### config.mk
export PLATFORM = sky130hd
export DESIGN_NAME = qadd_operand_pair
export DESIGN_NICKNAME = d
export VERILOG_FILES = /design/src/rtl/qadd_operand_pair.sv
export SDC_FILE = /design/constraint.sdc
export NUM_CORES = 1
export LEC_CHECK = 0
export BUFFER_PORTS_ARGS = -buffer_cell sky130_fd_sc_hd__clkbuf_2
export CAP_MARGIN = 5
export CORE_UTILIZATION = 45
export CTS_BUF_LIST = sky130_fd_sc_hd__clkbuf_8
export DETAILED_ROUTE_END_ITERATION = 6
export GPL_TIMING_DRIVEN = 0
export PLACE_DENSITY = 0.79
export SLEW_MARGIN = 20
export SYNTH_ARGS = -nofsm -noshare
export SYNTH_HDL_FRONTEND = slang
export SYNTH_SLANG_ARGS = --single-unit
### constraint.sdc
create_clock -name clk -period 2.8 [get_ports clk]
set_clock_uncertainty 0.1 [all_clocks]
set_input_delay 0.14 -clock clk [delete_from_list [all_inputs] [get_ports clk]]
set_output_delay 0.14 -clock clk [all_outputs]
set_load 0.05 [all_outputs]
### src/rtl/qadd_operand_pair.sv
// Pairs two independent operand streams so the adder sees A and B strobed together.
// Latency: 1 edge from the later operand of a pair being buffered to a_out/b_out with pair_en.
// Backpressure: a_ready/b_ready drop only when that side's FIFO is full; hold pauses issue, not fill.

module qadd_pair_fifo #(
    parameter int W     = 64,
    parameter int DEPTH = 4
) (
    input  logic                     clk,
    input  logic                     rst,
    input  logic                     push_valid,
    input  logic [W-1:0]             push_data,
    output logic                     push_ready,
    input  logic                     pop,
    output logic [W-1:0]             head,
    output logic [$clog2(DEPTH):0]   level
);
    localparam int AW = $clog2(DEPTH);
    localparam int LW = AW + 1;

    logic [W-1:0]  mem [DEPTH];
    logic [AW-1:0] wr_ptr;
    logic [AW-1:0] rd_ptr;
    logic          push;

    // Ready is a function of occupancy alone; a same-cycle pop does not free a slot early.
    assign push_ready = (level < LW'(DEPTH));
    assign push       = push_valid & push_ready;
    assign head       = mem[rd_ptr];

    always_ff @(posedge clk) begin
        if (push) begin
            mem[wr_ptr] <= push_data;
        end
    end

    // Pointers are exactly AW bits wide, so DEPTH-1 -> 0 wrap is the natural overflow.
    always_ff @(posedge clk) begin
        if (rst) begin
            wr_ptr <= '0;
            rd_ptr <= '0;
            level  <= '0;
        end else begin
            if (push) begin
                wr_ptr <= wr_ptr + AW'(1);
            end
            if (pop) begin
                rd_ptr <= rd_ptr + AW'(1);
            end
            case ({push, pop})
                2'b10:   level <= level + LW'(1);
                2'b01:   level <= level - LW'(1);
                default: level <= level;
            endcase
        end
    end
endmodule

module qadd_operand_pair #(
    parameter int N     = 64,
    parameter int DEPTH = 4,
    parameter int CW    = 32
) (
    input  logic                     clk,
    input  logic                     rst,
    input  logic [N-1:0]             a_in,
    input  logic                     a_valid,
    output logic                     a_ready,
    input  logic [N-1:0]             b_in,
    input  logic                     b_valid,
    output logic                     b_ready,
    input  logic                     hold,
    output logic [N-1:0]             a_out,
    output logic [N-1:0]             b_out,
    output logic                     pair_en,
    output logic [$clog2(DEPTH):0]   a_level,
    output logic [$clog2(DEPTH):0]   b_level,
    output logic [CW-1:0]            pair_cnt
);
    logic [N-1:0] a_head;
    logic [N-1:0] b_head;
    logic         issue;

    // Both heads leave together, which keeps the i-th A aligned with the i-th B.
    assign issue = (a_level != '0) & (b_level != '0) & ~hold;

    qadd_pair_fifo #(.W(N), .DEPTH(DEPTH)) u_a_fifo (
        .clk        (clk),
        .rst        (rst),
        .push_valid (a_valid),
        .push_data  (a_in),
        .push_ready (a_ready),
        .pop        (issue),
        .head       (a_head),
        .level      (a_level)
    );

    qadd_pair_fifo #(.W(N), .DEPTH(DEPTH)) u_b_fifo (
        .clk        (clk),
        .rst        (rst),
        .push_valid (b_valid),
        .push_data  (b_in),
        .push_ready (b_ready),
        .pop        (issue),
        .head       (b_head),
        .level      (b_level)
    );

    always_ff @(posedge clk) begin
        if (rst) begin
            a_out    <= '0;
            b_out    <= '0;
            pair_en  <= 1'b0;
            pair_cnt <= '0;
        end else begin
            pair_en <= issue;
            if (issue) begin
                a_out    <= a_head;
                b_out    <= b_head;
                pair_cnt <= pair_cnt + CW'(1);
            end
        end
    end
endmodule

==> results of run 1 <==
==> where the power goes <==
group / internal (mW) / switching [mW] / leakage, nW
clock network: 4.41 / 4.00 / 1.27
registers: 12.1 / 0.392 / 6.12
logic: 1.90 / 3.66 / 3.59
total: 18.4 / 8.05 / 11.0
==> sequential cells by signal, summed over array words and instances (netlist names) <==
| name | count |
|---|---|
| b_out | 64 |
| a_out | 64 |
| u_b_fifo.rd_ptr | 2 |
| u_a_fifo.rd_ptr | 2 |
| u_b_fifo.wr_ptr | 2 |
| pair_cnt | 32 |
| u_b_fifo.level | 3 |
| u_a_fifo.level | 3 |
| u_a_fifo.wr_ptr | 2 |
| pair_en | 1 |
| u_a_fifo.mem | 256 |
| u_b_fifo.mem | 256 |
==> per-layer routing <==
| metal | routed length (µm) | GRT usage, % | up-vias |
|---|---|---|---|
| li1 | - | - | 6804 |
| met1 | 23600 | 26.4 | 7670 |
| met2 | 30200 | 34.9 | 662 |
| met3 | 4280 | 4.77 | 168 |
| met4 | 2320 | 10.2 | 2 |
| met5 | 13 | 0 | - |
==> cell type report <==
cell class                      count  area [µm²]
Buffer                             84         428
Tap cell                          748         936
Timing Repair Buffer              446        3080
Antenna cell                        8        20.0
Multi-Input combinational cell    709        5860
Clock buffer                      126        1730
Fill cell                        4108       23700
Sequential cell                   687       18900
Clock inverter                     80         454
Inverter                           18        71.3
==> Yosys cell counts, types with 3 or more instances <==
cell type	instances
clkbuf_8	3
clkbuf_1	55
and4_2	3
nor4_2	11
nor3_1	11
nor4_1	4
nand3_1	8
buf_1	4
xnor2_1	31
ha_1	11
and2_1	8
or3_1	3
mux4_2	128
nand4_1	7
dfxtp_1	175
buf_2	20
edfxtp_1	512
a21oi_1	136
nand2_1	272
xor2_1	9
inv_1	18
o21ai_0	3
nor2_1	48
==> timing repair <==
| action | CTS | global route |
|---|---|---|
| pin swaps | 0 | 1 |
| setup buffers | 0 | 5 |
| hold endpoints to repair | 570 | 0 |
| gates cloned | 0 | 1 |
| hold buffers | 132 | 0 |
| endpoints found under the setup margin | 96 | 2 |
| resized for setup | 5 | 1 |
==> stage by stage <==
step	power, mW	worst slack [ns]	TNS [ns]	util [%]
finish	26.4	0.166	0	57.0
floorplan	16.3	0.0211	0	-
CTS	26.5	0.00880	0	56.9
detailed placement	18.0	-0.768	-30.07	50.5
global placement	17.8	-0.689	-39.24	50.1
global route	27.5	0.0329	0	57.0
==> how the worst max path moves through the flow <==
stage	end	depth (start not counted)	slack, ns
finish	u_a_fifo.level[2]	10	0.17
global placement	u_b_fifo.level[2]	12	-0.69
floorplan	u_a_fifo.level[2]	12	0.02
global route	u_a_fifo.level[2]	10	0.03
CTS	u_b_fifo.level[2]	10	0.009
detailed placement	u_b_fifo.level[2]	12	-0.77
==> cells by family (layout without fill, tap and decap cells) <==
kind of cell | after synthesis | count (layout) | share of synthesized area (%)
multiplexers | 128 | 128 | 11.4
other | 0 | 8 | 0
XOR/XNOR | 40 | 40 | 1.39
AND/OR/NAND/NOR | 389 | 389 | 6.87
buffers and inverters | 104 | 754 | 1.91
AO/OA/AOI/OAI | 139 | 139 | 2.76
adder cells (fa/ha/maj) | 13 | 13 | 0.705
flip-flops | 687 | 687 | 74.9
==> worst max-delay path: stages, from the launching register on <==
cell and delay [ns]:
dfxtp_4 0.37, nor3_1 0.08, or3_4 0.43, clkinvlp_4 0.13, clkbuf_16 0.20, ha_1 0.20, inv_1 0.06, fa_1 0.38
xor2_1 0.16, or3_1 0.31, a21oi_1 0.14
==> metrics.cfg, run 1 <==
[placement]
port_buffers=300
dp.cells=2556
routabilityCongestion=0.802
dp_hpwl_mm=37.8
dpl_cell_area_um2=27900

[finish]
fin_cells=2906
final_common_cell=edfxtp_1
drive_gt1_share_pct=30.5
final_cell_mix=edfxtp_1, clkbuf_2, nand2_1, dfxtp_1, a21oi_1
areaGrowthSynthToFinish_pct=24.9
final_cell_area_um2=31500
finalNetCount=2201

[synth]
syn_nets=1646
synth-edff-count=512
synthCells=1500
ys.flop_type=edfxtp_1
synth_top_area_cell=edfxtp_1
ys_seq_elements=687
synthArstFlopShare_pct=0
syn_avg_cell_area_um2=16.8
ys_top_cells_by_area=edfxtp_1, dfxtp_1, mux4_2
yosys_warnings=0
netlist.area_leader.share_pct=61.0
seq_area_frac_synth_pct=74.9
synth.distinct_cells=40
synth_area_um2=25200

[clock_network]
cts.clk_slew.worst_paths_ns=0.06
clockRootBuffer=clkbuf_8
ctsLongestPathBuffers=3
cts-htree-levels=3
cts_tree=built
clock-sinks=687
clk_latency_ns=0.71
cts_buffers=109

[grt]
grt_pass1_wl_mm=90.6
antenna_found_initial=7
grt_pass1_vias=15900
grt_max_degree=43
track_usage_pct=21.1
grt-ovfl-total=0

[critical_path]
cp_data_arrival_time_ns=3.13
r2r_cells=10
startpoint_type=flip-flop
critPathKind=reg2reg
end_kind=flip-flop
cp.required_ns=3.30
worstPathMaxFanout=11
r2r-start=u_a_fifo.level[2]
startpoint=u_a_fifo.level[2]
r2r_setup_slack_ns=0.17
worst_r2r_endpoint=u_a_fifo.level[2]

[route]
wirelength_mm=60.5
drt_iter0_markers=999
viasPerCell=5.27
drc=0
postRouteAntennaNets=0
wire_per_inst_um=20.8
dr.pass1.iters=5
num_vias=15300

[die]
die-area_um2=56900
ios=302
die-width_um=239
initial_core_util_pct=45.6
fp.dieH_um=239
rows=86
core_um2=55200

[flow_run]
cap_violations=0

[sta]
fmax_mhz=380
rsz0062_at_grt=no
report.final.hold_viol_count=0
slew_viol_final=0
relSlewSlack_pct=30.7
whs_ns=0.0937
fin_crit_ns=2.63
fin_crit_sh_pct=94.1
setup_viol=0
worst_pin_slew_ns=1.04

[hold_path]
min_delay_path_depth=2
whs_endpoint=u_a_fifo.mem[2][48]
min_from=a_in[48]
hold_path.class=in2reg

[power_and_ir_drop]
vdd_drop_max_v=0.000460
p_per_area_nw_per_um2=840
p_leak_nw=11.0

[run_status]
status=finished clean

No activity file was read; power rests on OpenSTA's default activity.
==> run 2: changes to the inputs <==
--- a/config.mk
+++ b/config.mk
@@ -5,13 +5,13 @@
 export SDC_FILE = /design/constraint.sdc
 export NUM_CORES = 1
 export LEC_CHECK = 0
-export BUFFER_PORTS_ARGS = -buffer_cell sky130_fd_sc_hd__clkbuf_2
-export CAP_MARGIN = 5
+export BUFFER_PORTS_ARGS = -buffer_cell sky130_fd_sc_hd__buf_4
 export CORE_UTILIZATION = 45
 export CTS_BUF_LIST = sky130_fd_sc_hd__clkbuf_8
 export DETAILED_ROUTE_END_ITERATION = 6
 export GPL_TIMING_DRIVEN = 0
 export PLACE_DENSITY = 0.79
+export REMOVE_ABC_BUFFERS = 1
 export SLEW_MARGIN = 20
 export SYNTH_ARGS = -nofsm -noshare
 export SYNTH_HDL_FRONTEND = slang
==> run 2 against run 1 <==
Net effect:
- via count down 1.9%
- setup slack worse by 0.060 ns
- sequential share of layout area down 1.1 points
- first-iteration DRC count down 3.3%
- count of clock-buffer cells in the layout down 4
- cell count down 2.5%
- utilization up 1.1 points
- sequential power about the same
- critical endpoint unchanged
- largest cell class unchanged
- largest power group unchanged
==> metrics.cfg, run 2 (synthesized netlist as in run 1, its figures left out) <==
[run_status]
status=finished clean

[clock_network]
cts-htree-levels=3  ; unchanged
clockRootBuffer=clkbuf_8
clock-sinks=687  ; unchanged
ctsLongestPathBuffers=3  ; unchanged
cts_buffers=109  ; unchanged
cts_tree=built
cts.clk_slew.worst_paths_ns=0.06  ; about the same
clk_latency_ns=0.69  ; -0.02 ns

[route]
wirelength_mm=60.6  ; +0.16%
drt_iter0_markers=966  ; -3.3%
wire_per_inst_um=21.4  ; +2.7%
num_vias=15000  ; -1.9%
postRouteAntennaNets=0  ; unchanged
viasPerCell=5.30  ; +0.61%
dr.pass1.iters=5  ; unchanged
drc=0  ; unchanged

[finish]
n_fill_cell=3995  ; -2.8%
final_cell_mix=edfxtp_1, buf_4, nand2_1, dfxtp_1, a21oi_1
top_regs=u_a_fifo.mem (256), u_b_fifo.mem (256)
final_common_cell=edfxtp_1
multi_input_area_um2=5880  ; +0.21%
finalNetCount=2132  ; -3.1%
layout.area.seq_um2=18900  ; about the same
drive_gt1_share_pct=30.7  ; +0.18 points
fin_cells=2833  ; -2.5%
post-route-util_pct=58.1  ; +1.1 points
areaGrowthSynthToFinish_pct=27.3
final_cell_area_um2=32100  ; +1.9%

[grt]
antenna_found_initial=7  ; unchanged
grt_max_degree=92  ; +110%
grt_pass1_wl_mm=91.4  ; +0.83%
grt-ovfl-total=0  ; unchanged
grt_pass1_vias=15900  ; +0.51%
track_usage_pct=21.3  ; +0.13 points

[critical_path]
critPathKind=reg2reg
worstPathMaxFanout=10  ; -1
cp_data_arrival_time_ns=3.20  ; +0.07 ns
r2r-start=u_a_fifo.level[1]
startpoint_type=flip-flop
cp.required_ns=3.30  ; about the same
startpoint=u_a_fifo.level[1]
end_kind=flip-flop

[sta]
rsz0062_at_grt=no
worst_pin_slew_ns=1.07  ; +0.0291 ns
slew_viol_final=0  ; unchanged
fin_crit_sh_pct=96.2  ; +2.2 points
setup_viol=0  ; unchanged
worst_slack_ns=0.106  ; -0.0603 ns
report.final.hold_viol_count=0  ; unchanged
fmax_mhz=371  ; -2.2%
tns_ns=0  ; unchanged
fin_crit_ns=2.69  ; +0.0603 ns
relSlewSlack_pct=28.6  ; -2.1 points

[placement]
dp_hpwl_mm=32.9  ; -13%
routabilityCongestion=0.750  ; -6.5%
dpl_worst_slack_ns=-0.846  ; -0.0789 ns
dp.cells=2481  ; -2.9%
port_buffers=301  ; +0.33%
dpl_cell_area_um2=28500  ; +2.2%

[hold_path]
min_from=a_in[16]
hold_path.class=in2reg

[die]
ios=302  ; unchanged
core_um2=55200  ; unchanged
die-width_um=239  ; unchanged
rows=86  ; unchanged
die-area_um2=56900  ; unchanged
fp.dieH_um=239  ; unchanged
initial_core_util_pct=45.6  ; unchanged

[power_and_ir_drop]
p_per_area_nw_per_um2=831  ; -1.1%
p_leak_nw=11.1  ; +1.5%
vdd_drop_max_v=0.000546  ; +19%

[flow_run]
cap_violations=0  ; unchanged

[run 2: power breakdown]
part / total, mW / leakage [nW] / internal (mW) / switching (mW)
Sequential: 12.5 / 6.12 / 12.1 / 0.465
Combinational: 5.96 / 3.74 / 2.28 / 3.68
Clock: 8.17 / 1.28 / 4.21 / 3.96
[run 2: final timing paths]
path | end | slack [ns] | cells after the start
min reg2reg | a_out[14] | 0.36 | 2
max reg2reg | u_a_fifo.level[2] | 0.11 | 10
min | u_a_fifo.mem[2][16] | 0.09 | 2
max | u_a_fifo.level[2] | 0.11 | 10
[run 2: area by class of cell]
cell class	count	area share, %
Sequential cell	687	58.9
Multi-Input combinational cell	710	18.3
Timing Repair Buffer	457	12.9
Clock buffer	122	5.23
Tap cell	748	2.92
Clock inverter	82	1.35
Inverter	18	0.261
Timing Repair inverter	3	0.0819
Antenna cell	6	0.0468
[run 2: worst max-delay path, stage by stage, from the launching register on]
cell and delay [ns]:
dfxtp_1 0.39, nor3_1 0.12, or3_4 0.49, inv_16 0.14, buf_16 0.13, ha_1 0.18, inv_1 0.07, fa_1 0.38
xor2_1 0.16, or3_1 0.30, a21oi_1 0.14
[run 2: per-stage QoR]
step,hold slack (ns),total power [mW]
after floorplan,0.109,16.3
after detailed placement,0.242,18.2
after global routing,0.0351,27.7
after CTS,0.0211,26.8
after global placement,0.238,18.1
final,0.0928,26.7
[run 2: routing by layer]
layer / GRT usage [%] / vias up / part of all wire [%] / wire length, µm
met3: 5.30 / 142 / 6.8 / 4130
met1: 25.6 / 7654 / 39 / 23600
li1: - / 6636 / - / -
met4: 8.35 / 2 / 3.0 / 1820
met5: 0 / - / 0.017 / 10
met2: 36.7 / 579 / 51 / 31000
[run 2: what timing repair did]
item,in CTS,in global routing
pin swaps,1,1
buffers inserted,4,0
setup endpoints to repair,5,1
gates cloned,6,0
resized for setup,6,0
endpoints found under the hold margin,598,0
hold buffers,132,0
